==> config.mk <==
export PLATFORM = sky130hd
export DESIGN_NAME = pipeline_perf_monitor
export DESIGN_NICKNAME = d
export VERILOG_FILES = /design/src/rtl/pipeline_perf_monitor_pkg.sv /design/src/rtl/perf_counter_cell.sv /design/src/rtl/pipeline_perf_monitor.sv
export SDC_FILE = /design/constraint.sdc
export NUM_CORES = 1
export LEC_CHECK = 0
export CAP_MARGIN = 20
export CORE_ASPECT_RATIO = 0.5
export CORE_UTILIZATION = 52
export CTS_BUF_LIST = sky130_fd_sc_hd__clkbuf_4
export DETAILED_ROUTE_END_ITERATION = 8
export HOLD_SLACK_MARGIN = 0.02
export PLACE_DENSITY = 0.72
export REMOVE_ABC_BUFFERS = 1
export SKIP_CTS_REPAIR_TIMING = 1
export SYNTH_ARGS = -nofsm -noshare
export SYNTH_HDL_FRONTEND = slang
export SYNTH_SLANG_ARGS = --single-unit
==> constraint.sdc <==
create_clock -name clk_i -period 5 [get_ports clk_i]
set_input_delay 0.5 -clock clk_i [delete_from_list [all_inputs] [get_ports clk_i]]
set_output_delay 0.5 -clock clk_i [all_outputs]
set_load 0.02 [all_outputs]
==> src/rtl/pipeline_perf_monitor_pkg.sv <==
// Shared types and index helpers for the pipeline performance monitor.
package perf_pkg;

    typedef enum logic [1:0] {
        IDLE   = 2'd0,
        RUN    = 2'd1,
        HALTED = 2'd2
    } state_t;

    localparam int unsigned SEL_W   = 4;
    localparam int unsigned CYC_IDX = 0;

    // Event k lives one slot above the cycle counter in every indexed view.
    function automatic int unsigned evt_idx(input int unsigned k);
        return k + 1;
    endfunction

endpackage

==> src/rtl/perf_counter_cell.sv <==
// One live counter with clear, sticky overflow and saturate-or-wrap policy.
module perf_counter_cell #(
    parameter int unsigned CNT_W    = 32,
    parameter bit          SATURATE = 1'b1
) (
    input  logic             clk_i,
    input  logic             rst_i,
    input  logic             clr_i,
    input  logic             inc_i,
    output logic [CNT_W-1:0] value_o,
    output logic             ovf_o
);

    localparam logic [CNT_W-1:0] MAX_VAL = '1;

    logic [CNT_W-1:0] r_value;
    logic             r_ovf;

    // Clear outranks a same-cycle increment; overflow flag is sticky until clear.
    always_ff @(posedge clk_i) begin
        if (rst_i || clr_i) begin
            r_value <= '0;
            r_ovf   <= 1'b0;
        end else if (inc_i) begin
            if (r_value == MAX_VAL) begin
                r_ovf   <= 1'b1;
                r_value <= SATURATE ? MAX_VAL : '0;
            end else begin
                r_value <= r_value + CNT_W'(1);
            end
        end
    end

    assign value_o = r_value;
    assign ovf_o   = r_ovf;

endmodule

==> src/rtl/pipeline_perf_monitor.sv <==
// Run-cycle and pipeline-event monitor with cycle limit, snapshot bank and read port.
module pipeline_perf_monitor
    import perf_pkg::*;
#(
    parameter int unsigned NUM_EVT     = 2,
    parameter int unsigned CNT_W       = 32,
    parameter int unsigned CYCLE_LIMIT = 70,
    parameter bit          SATURATE    = 1'b1
) (
    input  logic               clk_i,
    input  logic               rst_i,
    input  logic               start_i,
    input  logic [NUM_EVT-1:0] evt_i,
    input  logic               clear_i,
    input  logic               snap_i,
    input  logic [SEL_W-1:0]   rd_sel_i,
    output logic [CNT_W-1:0]   rd_data_o,
    output logic               snap_valid_o,
    output logic               halt_o,
    output logic [NUM_EVT:0]   ovf_o
);

    localparam int unsigned NUM_CNT   = NUM_EVT + 1;
    localparam logic [32:0] LIMIT_EXT = 33'(CYCLE_LIMIT);

    state_t             r_state;
    state_t             w_state_nxt;
    logic               r_halt;
    logic               w_count_en;
    logic               w_at_limit;
    logic [NUM_CNT-1:0] w_inc;
    logic [NUM_CNT-1:0] w_ovf;
    logic [CNT_W-1:0]   w_value  [NUM_CNT];
    logic [CNT_W-1:0]   r_shadow [NUM_CNT];
    logic [CNT_W-1:0]   w_rd_mux;
    logic [CNT_W-1:0]   r_rd_data;
    logic               r_snap_valid;

    // Counting happens only on edges spent in RUN with start held.
    always_comb begin
        w_count_en = (r_state == RUN) && start_i;
        w_at_limit = (CYCLE_LIMIT != 0) &&
                     ((33'(w_value[CYC_IDX]) + 33'd1) == LIMIT_EXT);
        w_inc      = '0;
        w_inc[CYC_IDX] = w_count_en;
        for (int unsigned k = 0; k < NUM_EVT; k++) begin
            w_inc[evt_idx(k)] = w_count_en && evt_i[k];
        end
    end

    // State register; halt flag tracks the state being entered.
    always_ff @(posedge clk_i) begin
        if (rst_i) begin
            r_state <= IDLE;
            r_halt  <= 1'b0;
        end else begin
            r_state <= w_state_nxt;
            r_halt  <= (w_state_nxt == HALTED);
        end
    end

    // Next-state logic; clear returns to IDLE from any state.
    always_comb begin
        w_state_nxt = r_state;
        unique case (r_state)
            IDLE:    if (start_i) w_state_nxt = RUN;
            RUN: begin
                if (w_count_en && w_at_limit) w_state_nxt = HALTED;
                else if (!start_i)            w_state_nxt = IDLE;
            end
            HALTED:  w_state_nxt = HALTED;
            default: w_state_nxt = IDLE;
        endcase
        if (clear_i) w_state_nxt = IDLE;
    end

    // Slot 0 is the cycle counter, slots 1..NUM_EVT are the event counters.
    for (genvar g = 0; g < NUM_CNT; g++) begin : g_cnt
        perf_counter_cell #(
            .CNT_W    (CNT_W),
            .SATURATE (SATURATE)
        ) u_cell (
            .clk_i   (clk_i),
            .rst_i   (rst_i),
            .clr_i   (clear_i),
            .inc_i   (w_inc[g]),
            .value_o (w_value[g]),
            .ovf_o   (w_ovf[g])
        );
    end

    // Out-of-range selects read as zero.
    always_comb begin
        w_rd_mux = '0;
        for (int unsigned i = 0; i < NUM_CNT; i++) begin
            if (rd_sel_i == SEL_W'(i)) w_rd_mux = r_shadow[i];
        end
    end

    // Shadow bank captures pre-edge live values; read port adds one cycle of latency.
    always_ff @(posedge clk_i) begin
        if (rst_i) begin
            for (int unsigned i = 0; i < NUM_CNT; i++) r_shadow[i] <= '0;
            r_rd_data    <= '0;
            r_snap_valid <= 1'b0;
        end else begin
            if (snap_i) begin
                for (int unsigned i = 0; i < NUM_CNT; i++) r_shadow[i] <= w_value[i];
            end
            r_rd_data    <= w_rd_mux;
            r_snap_valid <= snap_i;
        end
    end

    assign rd_data_o    = r_rd_data;
    assign snap_valid_o = r_snap_valid;
    assign halt_o       = r_halt;
    assign ovf_o        = w_ovf;

endmodule

**Word level (Yosys, flattened, before mapping)**

Memories as Yosys holds them, arrays and structs flattened.
Index checks and enable logic that the tools add are counted.

- Add/subtract/negate cells: 4
- Equality and inequality tests: 9
- Mux-type cells: 19
- Bitwise gates (word level): 3
- Reduce and logical (&&, ||, !) cells: 10

Operator list:

| kind | number |
|---|---|
| $mux W32 | 9 |
| $add A32 B1 Y32 const B | 3 |
| $eq A32 B32 Y1 const B | 3 |
| $add A32 B1 Y33 const B | 1 |
| $eq A33 B7 Y1 const B | 1 |
| $mux W2 | 4 |
| $pmux W2 S3 | 1 |
| $reduce_and A2 Y1 | 3 |
| $mux W1 | 5 |
| $eq A2 B2 Y1 const B | 2 |
| $eq A4 B1 Y1 const B | 1 |
| $eq A4 B2 Y1 const B | 1 |
| $logic_and A1 B1 Y1 | 4 |
| $logic_not A4 Y1 | 1 |
| $or A1 B1 Y1 | 3 |
| $eq A2 B1 Y1 const B | 1 |
| $logic_not A2 Y1 | 1 |
| $logic_or A1 B1 Y1 | 1 |

- Flip-flop bits (word level): 135
- Bits in writable memories: 96
- Output and inout port bits: 37
- Logic and storage cells: 56
- Memories kept: 1

Memories:

| name | words | width | rd ports | clocked after Yosys merged registers in | wr ports | line | source |
|---|---|---|---|---|---|---|---|
| r_shadow | 3 | 32 | 3 | 0 | 3 | pipeline_perf_monitor.sv:34 | `logic [CNT_W-1:0] r_shadow [NUM_CNT];` |

**Longest topological paths before layout**

- Word-level depth: 7
- Depth in mapped cells: 10
- Gate-level depth less buffers: 8

**By module**

A second synthesis with hierarchy kept.

- Cells, all modules: 1067
- Area, all modules: 10840.4 sq um

Modules (own cells, without submodules):

| module | instances | cells an instance | area an instance (sq um) |
|---|---|---|---|
| pipeline_perf_monitor | 1 | 443 | 5454.0 |
| perf_counter_cell | 3 | 208 | 1795.5 |

**Worst setup path before layout**

No wires, ideal clock.

- Path kind: register to register
- Start point: reg g_cnt[0].u_cell.r_value[0]
- End point: reg r_state[0]
- Setup time: 0.115 ns
- Arrival time: 2.325 ns
- Setup slack: 2.561 ns
- Cell stages (with the launch flop): 9
- Buffers on the path: 1
- Clock period less this slack: 2.439 ns
- Cells stage by stage: dfxtp_1 -> ha_1 -> nand4_2 -> or4_4 -> buf_6 -> o21ai_2 -> o211ai_1 -> or4_1 -> o21a_1

- Cells in the longest elaborated chain, start to end: 6

RTL lines:

| element | line | source |
|---|---|---|
| start: declaration | perf_counter_cell.sv:16 | `logic [CNT_W-1:0] r_value;` |
| start signal: assignment | perf_counter_cell.sv:27 | `r_value <= SATURATE ? MAX_VAL : '0;` |
| start signal: assignment | perf_counter_cell.sv:29 | `r_value <= r_value + CNT_W'(1);` |
| $add A32 B1 Y33 | pipeline_perf_monitor.sv:43 | `((33'(w_value[CYC_IDX]) + 33'd1) == LIMIT_EXT);` |
| $eq A33 B7 Y1 | pipeline_perf_monitor.sv:43 |  |
| $logic_and A1 B1 Y1 | pipeline_perf_monitor.sv:68 | `if (w_count_en && w_at_limit) w_state_nxt = HALTED;` |
| $mux W2 | pipeline_perf_monitor.sv:68 |  |
| $pmux W2 S3 | pipeline_perf_monitor.sv:65 | `unique case (r_state)` |
| $mux W2 | pipeline_perf_monitor.sv:74 | `if (clear_i) w_state_nxt = IDLE;` |
| end signal: assignment | pipeline_perf_monitor.sv:57 | `r_state <= w_state_nxt;` |
| end: declaration | pipeline_perf_monitor.sv:26 | `state_t r_state;` |

No other way between the ends.
A chain may end at the register's enable or synchronous reset.

**Worst setup path in the final report**

- Start point: reg g_cnt[1].u_cell.r_value[9]
- End point: reg g_cnt[1].u_cell.r_value[16]

- Cells in the longest elaborated chain, start to end: 2
- Elaborated cells between the ends (all ways): 3
- Those cells by class: add/sub: 1; eq/ne: 1; mux: 1

RTL lines:

| element | line | source |
|---|---|---|
| start: declaration | perf_counter_cell.sv:16 |  |
| start signal: assignment | perf_counter_cell.sv:27 |  |
| start signal: assignment | perf_counter_cell.sv:29 |  |
| $add A32 B1 Y32 or $eq A32 B32 Y1 (tied branches) | perf_counter_cell.sv:29, perf_counter_cell.sv:25 |  |
| $mux W32 * | perf_counter_cell.sv:25 | `if (r_value == MAX_VAL) begin` |

Every way passes the cells marked *; elsewhere a longest branch is shown, timed or not.

==> impl.org <==
** Outcome
- The flow ran to the end, and the final reports show no timing, DRC or antenna violations.

** Layout
- Summing all non-filler instances in the final layout gives an area of 0.0116 sq mm.
- Number of fill cells in the layout :: 1559
- Fraction of final layout cells sized beyond drive strength 1 :: 11.3%
- Footprint of the multi-input gates :: 0.00435 sq mm
- The final layout contains 1076 nets.
- Across the whole layout, storage elements account for 0.00559 sq mm.
- Layout Utilization :: 61.7%
- The finished layout holds 1364 standard cells, fillers aside.
- The top cell types in the final layout, fill and taps aside, are sky130_fd_sc_hd__dfxtp_1 (135), sky130_fd_sc_hd__a21oi_1 (114), sky130_fd_sc_hd__and2_1 (107), sky130_fd_sc_hd__edfxtp_1 (96), sky130_fd_sc_hd__clkbuf_4 (85).
- Relative area change from synthesis to final layout :: 13.1%
- The library cell used most frequently in the layout, excluding fill and tap cells, is sky130_fd_sc_hd__dfxtp_1.

** Timing
- F_max :: 0.334 GHz
- Setup repair after global routing left no endpoint under its margin.
- The number of hold-slack violations in the final timing report came to 0.
- Final number of setup-violating endpoints :: 0
- For the pin with the worst max-slew slack, the measured transition is 0.978 ns.
- Relative slew slack :: 34.6%
- Clock tree skew after final layout :: 0.0339 ns
- The worst path in the final design needs a cycle of 2.99 ns, including I/O delays and setup.
- In the final timing run, aggregate negative setup slack is 0 ns.
- Final Cycle Share :: 59.9%
- Max-slew violation total from the final report :: 0

** Placed design
- Counting tap cells, the placed design contains a total of 1266 instances.
- RD Place Congestion :: 0.884
- After detailed placement, the total cell area comes to 0.0109 sq mm.
- Detailed placement HPWL :: 16.7 mm
- Port buffer count :: 47

** Clocking
- The clock passes through at most 3 buffers.
- TritonCTS clock tree :: done
- Clock-pin slew was measured on the worst setup and hold paths at 0.08 ns.
- Number of sinks handled by clock tree synthesis :: 231
- Master cell of the clock root buffer :: sky130_fd_sc_hd__clkbuf_4
- CTS H-tree depth :: 2
- CTS Buf Count :: 51
- At the later pin of the worst-skew pair, clock insertion delay measures 0.67 ns.

** Hold path
- The worst hold path begins at g_cnt[2].u_cell.ovf_o.
- The worst hold path was traced through 2 stages.
- Hold path endpoint :: g_cnt[2].u_cell.ovf_o
- The path class of the tightest hold or removal check is flop to flop.

** Yosys
- Of all flip-flops after synthesis, the portion carrying an async set or reset was 0%.
- In this run the mean area of a mapped cell was 10.1 sq um.
- Synthesis handed over a netlist of 1021 instances.
- Among all flip-flop cells after synthesis, the most frequent one is sky130_fd_sc_hd__dfxtp_1.
- Register bit total from synthesis :: 231
- Post-synth EDFFs :: 96
- Synth top area cells :: sky130_fd_sc_hd__edfxtp_1 (28%), sky130_fd_sc_hd__dfxtp_1 (26%), sky130_fd_sc_hd__and2_1 (6.5%)
- Of the post-synthesis cell area, the dominant cell type holds 28.0%.
- Count of warnings emitted by yosys :: 0
- After synthesis, the netlist uses 57 different library cells.
- Sequential-to-total area share from yosys stat :: 54.3%
- Cell area after synthesis :: 0.0103 sq mm
- Synth area leader :: sky130_fd_sc_hd__edfxtp_1

** Drt
- The detailed router finished its first iteration with 636 violations.
- The detail route stage leaves a number of antenna-violating nets equal to 0.
- Dividing the detail-routed via count by the number of cells gives 5.84.
- Post-detailed-route DRC marker count :: 0
- After detailed routing, the total wire length is 25.2 mm.
- Final routed wire length divided by cell count :: 18.5 um
- DR pass1 iterations :: 5
- Overall via count from detail_route :: 7962

** Run
- The tool flagged a number of max-cap violations equal to 0.

** Global route
- Pin count of the biggest net entering global routing :: 68
- Global routing used 25.1% of the available tracks across all layers.
- Global-route wire length before repair :: 39.9 mm
- Summed over all layers, the global routing overflow is 0.
- The number of global-route vias before repair came to 7347.
- Antenna violations before repair :: 2

** Floorplanning
- Measured along the x axis, the die boundary spans 201 um.
- 48 I/O pins were placed.
- Effective utilization at floorplan :: 54.5%
- The core region is 0.0189 sq mm.
- Floorplan row count :: 35
- Total die area :: 0.0204 sq mm
- Height of the chip :: 101 um

** Worst setup path
- The worst setup path is launched from a flop.
- The startpoint identified for the worst register-to-register timing path is g_cnt[1].u_cell.value_o[9].
- Arrival @ worst endpoint :: 3.55 ns
- In this run the worst path has a maximum fanout of 26.
- The endpoint identified for the worst register-to-register timing path is g_cnt[1].u_cell.value_o[16].
- CP Class :: flop to flop
- Count of cells along the worst register-to-register path :: 6
- Launch point of the worst path :: g_cnt[1].u_cell.value_o[9]
- Worst reg-to-reg setup slack :: 2.01 ns
- Required time reported for the critical path endpoint :: 5.56 ns
- The worst setup path is captured at a flop.

** Pwr
- Design Power :: 3.73 mW
- The worst-case IR drop observed on VDD is 131 uV.
- Total power per unit cell area :: 320 mW/mm^2
- Static leakage power :: 4.07 nW
critical path, cell delays in order (launching register included):
cell and delay (ns):
sky130_fd_sc_hd__dfxtp_1 0.43, sky130_fd_sc_hd__and4_1 0.33, sky130_fd_sc_hd__nand2_1 0.10, sky130_fd_sc_hd__nor3_1 0.66
sky130_fd_sc_hd__and3_1 0.40, sky130_fd_sc_hd__nand2_1 0.63, sky130_fd_sc_hd__a21oi_1 0.34
cell type report:
class	count	area share, %
repair buffers	61	5.05
inverters	15	0.484
clock inverters	11	0.849
well taps	259	2.78
multi-input cells	701	37.3
clock buffers	85	5.48
diodes	1	0.0215
flip-flops and latches	231	48.0
layer usage:
layer	vias up	wire [um]	GRT usage [%]
met5	-	0	0
met4	0	326	6.40
met3	29	1860	5.73
met2	290	10900	38.0
met1	3818	12100	36.5
li1	3825	-	-
cells in the mapped netlist (5+ instances only):
library cell	n
sky130_fd_sc_hd__nand2_1	81
sky130_fd_sc_hd__or2_2	6
sky130_fd_sc_hd__a21oi_1	114
sky130_fd_sc_hd__nand4_1	30
sky130_fd_sc_hd__nor2_1	47
sky130_fd_sc_hd__a211oi_1	10
sky130_fd_sc_hd__edfxtp_1	96
sky130_fd_sc_hd__a22oi_1	33
sky130_fd_sc_hd__a311oi_1	14
sky130_fd_sc_hd__and2_1	107
sky130_fd_sc_hd__and3_1	25
sky130_fd_sc_hd__nand3_1	38
sky130_fd_sc_hd__nor3_1	20
sky130_fd_sc_hd__and4_1	16
sky130_fd_sc_hd__or4_1	5
sky130_fd_sc_hd__xnor2_1	24
sky130_fd_sc_hd__buf_2	22
sky130_fd_sc_hd__inv_1	15
sky130_fd_sc_hd__o21ai_0	15
sky130_fd_sc_hd__a31oi_1	14
sky130_fd_sc_hd__xor2_1	37
sky130_fd_sc_hd__nor4_1	6
sky130_fd_sc_hd__clkbuf_1	47
sky130_fd_sc_hd__dfxtp_1	135
state kept, by name, indices dropped and copies added, names as in the netlist:
name,count
g_cnt.u_cell.value_o,96
rd_data_o,32
snap_valid_o,1
g_cnt.u_cell.ovf_o,3
halt_o,1
r_state,2
r_shadow,96
report_power, final:
| group | internal (mW) | leakage (nW) | switching (mW) |
|---|---|---|---|
| sequential | 2.00 | 2.14 | 0.0147 |
| clock | 0.871 | 0.439 | 0.737 |
| combinational | 0.0314 | 1.49 | 0.0756 |
| total | 2.90 | 4.07 | 0.827 |
kinds of logic (layout without fill, tap and decap cells):
kind of cell,count (synthesis),after routing,synth area share (%)
simple gates,408,408,22.4
flops,231,231,54.3
compound gates,224,224,13.5
buf+inv,89,172,3.73
xor+xnor,61,61,5.19
fa+ha+maj,4,4,0.487
mux,4,4,0.389
other cells,0,1,0
how the worst max path moves through the flow:
stage                                       end  slack, ns  depth (start not counted)
floorplan                          rd_data_o[0]       1.32                          3
global placement          g_cnt[2].u_cell.ovf_o       1.71                          7
detailed placement   g_cnt[2].u_cell.value_o[5]       1.59                          7
CTS                                  r_state[0]       2.07                          7
global route         g_cnt[2].u_cell.value_o[5]       1.83                          6
finish              g_cnt[1].u_cell.value_o[16]       2.01                          6
metrics by stage:
step           setup slack, ns  hold slack (ns)
6_report                  2.01            0.463
5_1_grt                   1.83            0.504
4_1_cts                   2.07            0.462
3_5_place_dp              1.59            0.450
3_3_place_gp              1.71            0.455
2_1_floorplan             1.32            0.444
Note: power is estimated with default switching activity, not from simulation.
